## src/rtl/tod_cnt.sv

```systemverilog
// BCD time-of-day counter: ms advance on tsc_1ppms, seconds..hours on tsc_1pps,
// with a validated software load that takes effect on the next PPS.
package types_pkg;
  typedef struct packed {
    logic [3:0] t_10h;
    logic [3:0] t_1h;
    logic [3:0] t_10m;
    logic [3:0] t_1m;
    logic [3:0] t_10s;
    logic [3:0] t_1s;
    logic [3:0] t_100ms;
    logic [3:0] t_10ms;
    logic [3:0] t_1ms;
  } time_t;
endpackage

module tod_cnt
  import types_pkg::*;
(
  input  logic  clk,
  input  logic  rst,
  input  logic  tsc_1ppms,
  input  logic  tsc_1pps,
  input  logic  set_stb,
  input  time_t set_time,
  output time_t cur_time,
  output logic  set_pend,
  output logic  set_err,
  output logic  sec_err,
  output logic  day_tick
);

  time_t hold_q;
  time_t time_nxt;
  time_t hold_nxt;
  logic  pend_nxt;
  logic  sec_err_nxt;
  logic  day_nxt;
  logic  set_ok;
  logic  ms_full;
  logic  carry;

  assign set_ok = (set_time.t_1s  <= 4'd9) && (set_time.t_10s <= 4'd5) &&
                  (set_time.t_1m  <= 4'd9) && (set_time.t_10m <= 4'd5) &&
                  (set_time.t_1h  <= 4'd9) && (set_time.t_10h <= 4'd2) &&
                  !((set_time.t_10h == 4'd2) && (set_time.t_1h > 4'd3));

  assign ms_full = (cur_time.t_100ms == 4'd9) && (cur_time.t_10ms == 4'd9) &&
                   (cur_time.t_1ms == 4'd9);

  always_comb begin
    time_nxt    = cur_time;
    sec_err_nxt = 1'b0;
    day_nxt     = 1'b0;
    carry       = 1'b0;

    if (tsc_1pps) begin
      time_nxt.t_1ms   = '0;
      time_nxt.t_10ms  = '0;
      time_nxt.t_100ms = '0;
      sec_err_nxt      = !ms_full;
      if (set_pend) begin
        time_nxt.t_1s  = hold_q.t_1s;
        time_nxt.t_10s = hold_q.t_10s;
        time_nxt.t_1m  = hold_q.t_1m;
        time_nxt.t_10m = hold_q.t_10m;
        time_nxt.t_1h  = hold_q.t_1h;
        time_nxt.t_10h = hold_q.t_10h;
      end else begin
        // ">=" limits make any out-of-range digit roll to 0 on its carry
        carry = 1'b1;
        if (cur_time.t_1s >= 4'd9) begin
          time_nxt.t_1s = '0;
        end else begin
          time_nxt.t_1s = cur_time.t_1s + 4'd1;
          carry         = 1'b0;
        end
        if (carry) begin
          if (cur_time.t_10s >= 4'd5) begin
            time_nxt.t_10s = '0;
          end else begin
            time_nxt.t_10s = cur_time.t_10s + 4'd1;
            carry          = 1'b0;
          end
        end
        if (carry) begin
          if (cur_time.t_1m >= 4'd9) begin
            time_nxt.t_1m = '0;
          end else begin
            time_nxt.t_1m = cur_time.t_1m + 4'd1;
            carry         = 1'b0;
          end
        end
        if (carry) begin
          if (cur_time.t_10m >= 4'd5) begin
            time_nxt.t_10m = '0;
          end else begin
            time_nxt.t_10m = cur_time.t_10m + 4'd1;
            carry          = 1'b0;
          end
        end
        if (carry) begin
          if ((cur_time.t_10h > 4'd2) ||
              ((cur_time.t_10h == 4'd2) && (cur_time.t_1h >= 4'd3))) begin
            time_nxt.t_1h  = '0;
            time_nxt.t_10h = '0;
            day_nxt        = 1'b1;
          end else if (cur_time.t_1h >= 4'd9) begin
            time_nxt.t_1h  = '0;
            time_nxt.t_10h = cur_time.t_10h + 4'd1;
          end else begin
            time_nxt.t_1h  = cur_time.t_1h + 4'd1;
          end
        end
      end
    end else if (tsc_1ppms && !ms_full) begin
      carry = 1'b1;
      if (cur_time.t_1ms >= 4'd9) begin
        time_nxt.t_1ms = '0;
      end else begin
        time_nxt.t_1ms = cur_time.t_1ms + 4'd1;
        carry          = 1'b0;
      end
      if (carry) begin
        if (cur_time.t_10ms >= 4'd9) begin
          time_nxt.t_10ms = '0;
        end else begin
          time_nxt.t_10ms = cur_time.t_10ms + 4'd1;
          carry           = 1'b0;
        end
      end
      if (carry) begin
        time_nxt.t_100ms = cur_time.t_100ms + 4'd1;
      end
    end
  end

  // The PPS consumes the old holding value; a coincident accepted strobe re-arms pend.
  always_comb begin
    hold_nxt = hold_q;
    pend_nxt = tsc_1pps ? 1'b0 : set_pend;
    if (set_stb && set_ok) begin
      hold_nxt         = set_time;
      hold_nxt.t_1ms   = '0;
      hold_nxt.t_10ms  = '0;
      hold_nxt.t_100ms = '0;
      pend_nxt         = 1'b1;
    end
  end

  always_ff @(posedge clk or posedge rst) begin
    if (rst) begin
      cur_time <= '0;
      hold_q   <= '0;
      set_pend <= 1'b0;
      set_err  <= 1'b0;
      sec_err  <= 1'b0;
      day_tick <= 1'b0;
    end else begin
      cur_time <= time_nxt;
      hold_q   <= hold_nxt;
      set_pend <= pend_nxt;
      set_err  <= set_stb && !set_ok;
      sec_err  <= sec_err_nxt;
      day_tick <= day_nxt;
    end
  end

endmodule

```

## config.mk

```make
export PLATFORM = sky130hd
export DESIGN_NAME = tod_cnt
export DESIGN_NICKNAME = d
export VERILOG_FILES = /design/src/rtl/tod_cnt.sv
export SDC_FILE = /design/constraint.sdc
export NUM_CORES = 1
export LEC_CHECK = 0
export BUFFER_PORTS_ARGS = -buffer_cell sky130_fd_sc_hd__buf_2
export CAP_MARGIN = 15
export CELL_PAD_IN_SITES_DETAIL_PLACEMENT = 0
export CELL_PAD_IN_SITES_GLOBAL_PLACEMENT = 1
export CORE_MARGIN = 8
export CORE_UTILIZATION = 34
export DETAILED_ROUTE_END_ITERATION = 16
export PLACE_DENSITY = 0.7
export RECOVER_POWER = 50
export SLEW_MARGIN = 20
export SYNTH_ARGS = -nofsm -noshare
export SYNTH_HDL_FRONTEND = slang
export SYNTH_SLANG_ARGS = --single-unit
```

## constraint.sdc

```tcl
create_clock -name clk -period 2 [get_ports clk]
set_input_delay 0.4 -clock clk [delete_from_list [all_inputs] [get_ports clk]]
set_output_delay 0.4 -clock clk [all_outputs]
set_load 0.01 [all_outputs]
```

==> impl_metrics.sql, run 1 <==
INSERT INTO impl_metrics (metric_group, metric, value, unit) VALUES
('setup_path', 'timing.critical_path.slowest_stage_cell', 'sky130_fd_sc_hd__o41ai_4', ''),
('setup_path', 'worstPathCellList', 'inv_2 -> ha_4 -> or3b_4 -> nand3_4 -> o41ai_4 -> buf_4 -> o21ai_2 -> a22o_1', ''),
('place', 'numPortBuffers', '68', ''),
('final_layout', 'multiInputGateArea', '1860', 'um^2'),
('routing', 'dr_total_vias', '2814', ''),
('setup_path', 'timing.critical_path.buf_inv', '2', ''),
('final_layout', 'antenna_cells_inserted', '0', ''),
('yosys', 'synth-main-ff-cell', 'sky130_fd_sc_hd__dfrtp_1', ''),
('sta', 'timing.max_slew.rel_slack', '29.7', '%'),
('clock_network', 'number_of_cts_inserted_buffers', '9', ''),
('clock_network', 'clkSinkCount', '64', ''),
('setup_path', 'cpPeakStageDelay', '460', 'ps'),
('power', 'power.combinational.fraction', '36.6', '%'),
('setup_path', 'worst-setup-path-type', 'flip-flop to flip-flop', ''),
('die', 'fp-row-count', '37', ''),
('clock_network', 'cts_root_buf', 'sky130_fd_sc_hd__clkbuf_8', ''),
('yosys', 'syn_inst', '335', ''),
('sta', 'worst_clock_skew', '7.17', 'ps'),
('hold_path', 'hold_path.class', 'input port to async pin', ''),
('global_routing', 'grt_pass1_vias', '2964', ''),
('setup_path', 'crit_path_start_kind', 'flip-flop', ''),
('setup_path', 'critPathRequiredTime', '2230', 'ps'),
('routing', 'viasPerCell', '4.81', ''),
('die', 'floorplan.io_pins', '81', ''),
('routing', 'ant_nets', '0', ''),
('sta', 'finalSetupViolations', '0', ''),
('yosys', 'synth_cell_type_count', '61', ''),
('routing', 'post_dr_wirelength_cell', '15.1', 'um'),
('final_layout', 'layout.cells.non_filler', '585', ''),
('power', 'power.net_switching', '1.40', 'mW'),
('clock_network', 'worst_skew_pair.late_latency', '340', 'ps'),
('place', 'placedCellCount', '565', ''),
('final_layout', 'finalCoreUtilization', '44.5', '%'),
('yosys', 'yosys_register_bits', '64', ''),
('final_layout', 'regArea', '1600', 'um^2'),
('final_layout', 'n_fill_cell', '977', ''),
('setup_path', 'reg2regPathDepth', '8', ''),
('die', 'die_area', '14000', 'um^2'),
('sta', 'maxSlewViolCount', '0', ''),
('yosys', 'post_synth_instance_area', '3560', 'um^2'),
('sta', 'rsz0062_at_grt', 'yes', ''),
('setup_path', 'cp_max_fanout', '4', ''),
('power', 'power.share.switching', '34.6', '%'),
('power', 'seqPwrFrac', '40.2', '%'),
('final_layout', 'area_growth', '27.8', '%'),
('setup_path', 'cp-end-kind', 'flip-flop', ''),
('power', 'leakage_component_of_the_power', '2.31', 'nW'),
('clock_network', 'ctsHoldBuffers', '0', ''),
('final_layout', 'post_route_cells_drive_above_1_share', '36.7', '%'),
('clock_network', 'htree_num_levels', '3', ''),
('yosys', 'synth_edf_count', '0', ''),
('setup_path', 'critPathArrivalTime', '2200', 'ps'),
('die', 'die_height', '118', 'um'),
('yosys', 'syn_avg_cell_area', '10.6', 'um^2'),
('power', 'internal_power_summed_over_all_cells', '2.65', 'mW'),
('setup_path', 'top_delay_family_on_crit_path', 'compound AO/OA/AOI/OAI gates', ''),
('final_layout', 'finish.net_count', '512', ''),
('global_routing', 'grt.total_usage', '12.9', '%'),
('sta', 'max_freq', '0.508', 'GHz'),
('place', 'post-place-ws', '-14.9', 'ps'),
('sta', 'fin_hold_ws', '165', 'ps'),
('global_routing', 'antenna_found_initial', '0', ''),
('power', 'pwr_cell_area', '890', 'nW/um^2'),
('routing', 'drtPass1Iterations', '4', ''),
('clock_network', 'tritoncts_clock_tree', 'built', ''),
('yosys', 'seq_area_frac_synth', '45.0', '%'),
('clock_network', 'cts.clk_slew.worst_paths', '70', 'ps'),
('run_status', 'result_of_the_run', 'complete, no violations', ''),
('die', 'die_width', '118', 'um'),
('yosys', 'ys_warn_count', '0', ''),
('power', 'irDropWorstVdd', '0.373', 'mV');
## sequential cells by signal, indices dropped and copies added (netlist names)
register / count
cur_time: 36
hold_q: 24
day_tick: 1
sec_err: 1
set_err: 1
set_pend: 1
## repair_timing
item	in CTS	in global routing
endpoints found under the setup margin	5	12
buffers inserted	4	2
resized for setup	5	23
pin swaps	2	7
## path summary, 6_finish.rpt
kind,start,end,slack (ps)
max,cur_time[20],cur_time[31],30
min,rst,hold_q[19],160
max reg2reg,cur_time[20],cur_time[31],30
min reg2reg,hold_q[19],hold_q[19],490
max in group asynchronous,rst,hold_q[25],340
min in group clk,set_time[28],hold_q[28],290
## power groups by stage
| stage | logic (mW) | registers [mW] | clock network [mW] |
|---|---|---|---|
| after floorplan | 0.670 | 1.72 | 0 |
| after global placement | 1.33 | 1.63 | 0 |
| after detailed placement | 1.36 | 1.64 | 0 |
| after CTS | 1.41 | 1.62 | 0.980 |
| after global routing | 1.67 | 1.65 | 1.04 |
| final | 1.48 | 1.63 | 0.940 |
## routing by layer
metal  wire length, um  part of all wire [%]  vias up  global-route usage, %
li1                  -                     -     1409                      -
met1              4300                    49     1343                   16.9
met2              4050                    46       58                   19.7
met3               375                   4.3        4                   3.86
met4                89                   1.0        0                   4.80
met5                 0                     0        -                      0
## synth_stat cells, drive strengths merged, types with 4 or more instances
| cell type | instances | area, um^2 |
|---|---|---|
| a22oi | 4 | 30.0 |
| clkbuf | 5 | 18.8 |
| and2 | 6 | 37.5 |
| inv | 27 | 101 |
| dfrtp | 64 | 1600 |
| o21ai | 23 | 115 |
| buf | 7 | 53.8 |
| mux2 | 25 | 342 |
| nor2 | 16 | 62.6 |
| nand3 | 15 | 75.1 |
| nor4 | 4 | 25.0 |
| nand2 | 29 | 116 |
| ha | 25 | 313 |
| o31ai | 5 | 65.1 |
| nor3 | 5 | 30.0 |
| a21oi | 18 | 93.8 |
| nand2b | 4 | 32.5 |
| a22o | 4 | 35.0 |
## per-stage QoR
stage          power (mW)  area [um^2]
6_report             4.05         4550
5_1_grt              4.35         4550
4_1_cts              4.01         4520
3_5_place_dp         2.99         4310
3_3_place_gp         2.97         4310
2_1_floorplan        2.39         3560
## cells by family (layout without fill, tap and decap cells)
| logic type | Yosys count | in the layout | share of synthesized area, % |
|---|---|---|---|
| simple gates | 100 | 100 | 15.2 |
| compound gates | 76 | 76 | 15.0 |
| flops | 64 | 64 | 45.0 |
| buf+inv | 39 | 153 | 4.88 |
| mux | 28 | 28 | 10.4 |
| fa+ha+maj | 25 | 25 | 8.78 |
| xor+xnor | 3 | 3 | 0.738 |
## area by class of cell
cell class	count	area share, %
sequential	64	35.2
clock inverter	4	0.495
clock buffer	10	3.02
tap	136	3.74
inverter	27	2.23
timing repair buffer	112	14.4
multi-input combinational	232	40.9
## worst register-to-register path: stages, from the launching register on
cell and delay [ps]:
sky130_fd_sc_hd__dfrtp_1 370, sky130_fd_sc_hd__inv_2 70, sky130_fd_sc_hd__ha_4 160, sky130_fd_sc_hd__or3b_4 250, sky130_fd_sc_hd__nand3_4 70, sky130_fd_sc_hd__o41ai_4 460
sky130_fd_sc_hd__buf_4 210, sky130_fd_sc_hd__o21ai_2 50, sky130_fd_sc_hd__a22o_1 230
No activity file was read; power rests on OpenSTA's default activity.
==> run 2: changes to the inputs <==
--- a/config.mk
+++ b/config.mk
@@ -12,9 +12,11 @@
 export CORE_MARGIN = 8
 export CORE_UTILIZATION = 34
 export DETAILED_ROUTE_END_ITERATION = 16
+export MAX_ROUTING_LAYER = met4
 export PLACE_DENSITY = 0.7
 export RECOVER_POWER = 50
 export SLEW_MARGIN = 20
 export SYNTH_ARGS = -nofsm -noshare
 export SYNTH_HDL_FRONTEND = slang
 export SYNTH_SLANG_ARGS = --single-unit
+export TNS_END_PERCENT = 30
==> run 2 against run 1 <==
Compared with the run above: the flow now finishes with violations (setup timing); setup slack lost 36 ps; core utilization decreased by 0.20 points; routed wire length shrank 0.50%; sequential share of layout area rose by 0.16 points; critical endpoint unchanged; clock skew is essentially flat; via count shrank 0.28%.
==> impl_metrics.sql, run 2 (synthesis results as in run 1) <==
INSERT INTO impl_metrics (metric_group, metric, value, unit) VALUES
('sta', 'timing.max_slew.rel_slack', '28.5', '%'),
('sta', 'finalSetupViolations', '1', ''),
('setup_path', 'cp-end-kind', 'flip-flop', ''),
('power', 'internal_power_summed_over_all_cells', '2.63', 'mW'),
('setup_path', 'critPathArrivalTime', '2230', 'ps'),
('sta', 'finalCritPeriodShare', '100', '%'),
('setup_path', 'worstPathCellList', 'inv_2 -> ha_4 -> or3b_4 -> nand3_4 -> o41ai_4 -> buf_4 -> o21ai_2 -> a22o_1', ''),
('power', 'irDropWorstVdd', '0.376', 'mV'),
('setup_path', 'worstReg2RegEnd', 'cur_time[31]', ''),
('sta', 'layout_min_cycle_time', '2010', 'ps'),
('die', 'fp-row-count', '37', ''),
('clock_network', 'worst_skew_pair.late_latency', '340', 'ps'),
('global_routing', 'global_route.overflow_total', '0', ''),
('setup_path', 'launching_point_of_the_worst_reg2reg_path', 'cur_time[20]', ''),
('clock_network', 'cts_root_buf', 'sky130_fd_sc_hd__clkbuf_8', ''),
('final_layout', 'area_growth', '27.3', '%'),
('die', 'die_width', '118', 'um'),
('hold_path', 'hold_path.class', 'input port to async pin', ''),
('final_layout', 'finish.net_count', '511', ''),
('power', 'pwr_cell_area', '887', 'nW/um^2'),
('setup_path', 'reg2regPathDepth', '8', ''),
('setup_path', 'cp_max_fanout', '5', ''),
('sta', 'tightest_pin_transition', '1070', 'ps'),
('final_layout', 'post_route_cells_drive_above_1_share', '37.5', '%'),
('routing', 'ant_nets', '0', ''),
('routing', 'remaining_drc_errors', '0', ''),
('die', 'start_util', '34.8', '%'),
('clock_network', 'clkSinkCount', '64', ''),
('run_status', 'result_of_the_run', 'finished, violations left', ''),
('routing', 'dr_total_vias', '2806', ''),
('routing', 'drtPass1Iterations', '4', ''),
('flow_run', 'max_cap_viol_count', '0', ''),
('sta', 'rsz0062_at_grt', 'yes', ''),
('final_layout', 'layout.cells.non_filler', '584', ''),
('final_layout', 'layout_common_cells', 'sky130_fd_sc_hd__dfrtp_1, sky130_fd_sc_hd__buf_2, sky130_fd_sc_hd__buf_4', ''),
('setup_path', 'r2r_setup_slack', '-6', 'ps'),
('final_layout', 'largest_registers', 'cur_time (36), hold_q (24)', ''),
('routing', 'routed_wl', '8770', 'um'),
('place', 'placedCellCount', '565', ''),
('final_layout', 'finish.instance_area', '4530', 'um^2'),
('final_layout', 'largest_register', 'cur_time', ''),
('clock_network', 'cts_max_path_buffers', '2', ''),
('setup_path', 'timing.critical_path.slowest_stage_cell', 'sky130_fd_sc_hd__o41ai_4', ''),
('power', 'power.net_switching', '1.39', 'mW'),
('power', 'power.share.switching', '34.6', '%'),
('final_layout', 'antenna_cells_inserted', '0', ''),
('power', 'clkPwrFrac', '23.5', '%'),
('routing', 'viasPerCell', '4.80', ''),
('die', 'floorplan.io_pins', '81', ''),
('sta', 'max_freq', '0.498', 'GHz'),
('clock_network', 'cts.clk_slew.worst_paths', '70', 'ps'),
('run_status', 'failing_checks', 'setup timing', ''),
('setup_path', 'cpPeakStageDelay', '470', 'ps'),
('global_routing', 'grt_first_pass_wirelength', '14700', 'um'),
('die', 'die_area', '14000', 'um^2'),
('place', 'numPortBuffers', '68', ''),
('sta', 'hold_viol', '0', ''),
('setup_path', 'critPathRequiredTime', '2230', 'ps'),
('global_routing', 'antenna_found_initial', '0', ''),
('final_layout', 'layout_commonest_cell', 'sky130_fd_sc_hd__dfrtp_1', ''),
('final_layout', 'largest_register_ff_count', '36', ''),
('global_routing', 'grt_pass1_vias', '2942', ''),
('sta', 'worst_clock_skew', '7.02', 'ps'),
('power', 'seqPwrFrac', '40.6', '%'),
('global_routing', 'maximum_number_of_pins_on_one_net_before_global_route_repair', '48', ''),
('setup_path', 'crit_path_start_kind', 'flip-flop', ''),
('power', 'power.combinational.fraction', '35.9', '%'),
('sta', 'maxSlewViolCount', '0', ''),
('sta', 'totalNegativeSetupSlack', '-6.03', 'ps'),
('setup_path', 'worst-setup-path-type', 'flip-flop to flip-flop', ''),
('clock_network', 'htree_num_levels', '3', ''),
('clock_network', 'tritoncts_clock_tree', 'built', ''),
('power', 'leakage_component_of_the_power', '2.33', 'nW'),
('global_routing', 'grt.total_usage', '13.2', '%'),
('clock_network', 'number_of_cts_inserted_buffers', '9', ''),
('sta', 'layout_setup_ws', '-6.03', 'ps'),
('die', 'die_height', '118', 'um'),
('routing', 'drt_iter0_markers', '97', ''),
('die', 'placeableCoreArea', '10200', 'um^2'),
('place', 'dp_hpwl', '6440', 'um'),
('place', 'place.gp.congestion', '0.857', ''),
('routing', 'post_dr_wirelength_cell', '15.0', 'um'),
('clock_network', 'ctsHoldBuffers', '0', ''),
('sta', 'fin_hold_ws', '167', 'ps'),
('place', 'postPlaceCellArea', '4310', 'um^2');
[run 2: through the flow]
step,power [mW],worst slack [ps],utilization [%]
5_1_grt,4.32,-76.9,44.3
6_report,4.02,-6.03,44.3
4_1_cts,3.97,-28.3,43.8
3_3_place_gp,2.97,9.65,42.1
2_1_floorplan,2.39,1.90,-
3_5_place_dp,2.99,-14.9,42.1
[run 2: worst max path at each step]
stage / start / to / cells past startpoint
2_1_floorplan: rst / cur_time[0] / 1
3_3_place_gp: cur_time[16] / cur_time[27] / 6
3_5_place_dp: cur_time[16] / cur_time[31] / 8
4_1_cts: cur_time[20] / cur_time[31] / 8
5_1_grt: cur_time[20] / cur_time[31] / 8
6_report: cur_time[20] / cur_time[31] / 8
[run 2: area by class of cell]
type	instances	area (um^2)
clock buffers	10	138
clock inverters	4	22.5
fillers	980	5700
inverters	27	101
multi-input cells	232	1850
flip-flops and latches	64	1600
well taps	136	170
repair buffers	111	653
[run 2: repair_timing]
item	4_1_cts	5_1_grt
pin swaps	0	6
buffers inserted	0	5
endpoints found under the setup margin	5	14
gates resized for setup	2	22
[run 2: critical path, delay by kind of cell (launching register included)]
family / cells / cell delay [ps]
AO/OA/AOI/OAI: 3 / 730
flip-flops: 1 / 410
AND/OR/NAND/NOR: 2 / 310
buffers and inverters: 2 / 300
adder cells (fa/ha/maj): 1 / 150
[run 2: routing by layer]
metal / track usage (%) / vias to the layer above / wire, um
li1: - / 1411 / -
met2: 19.4 / 69 / 3950
met4: 4.80 / 0 / 102
met3: 3.38 / 7 / 418
met1: 17.1 / 1319 / 4300
met5: - / - / 0
[run 2: power groups by stage]
stage          clock network [mW]  registers [mW]  logic [mW]
2_1_floorplan                   0            1.72       0.670
4_1_cts                     0.980            1.62        1.37
5_1_grt                      1.03            1.66        1.63
3_3_place_gp                    0            1.63        1.33
3_5_place_dp                    0            1.64        1.36
6_report                    0.944            1.63        1.44
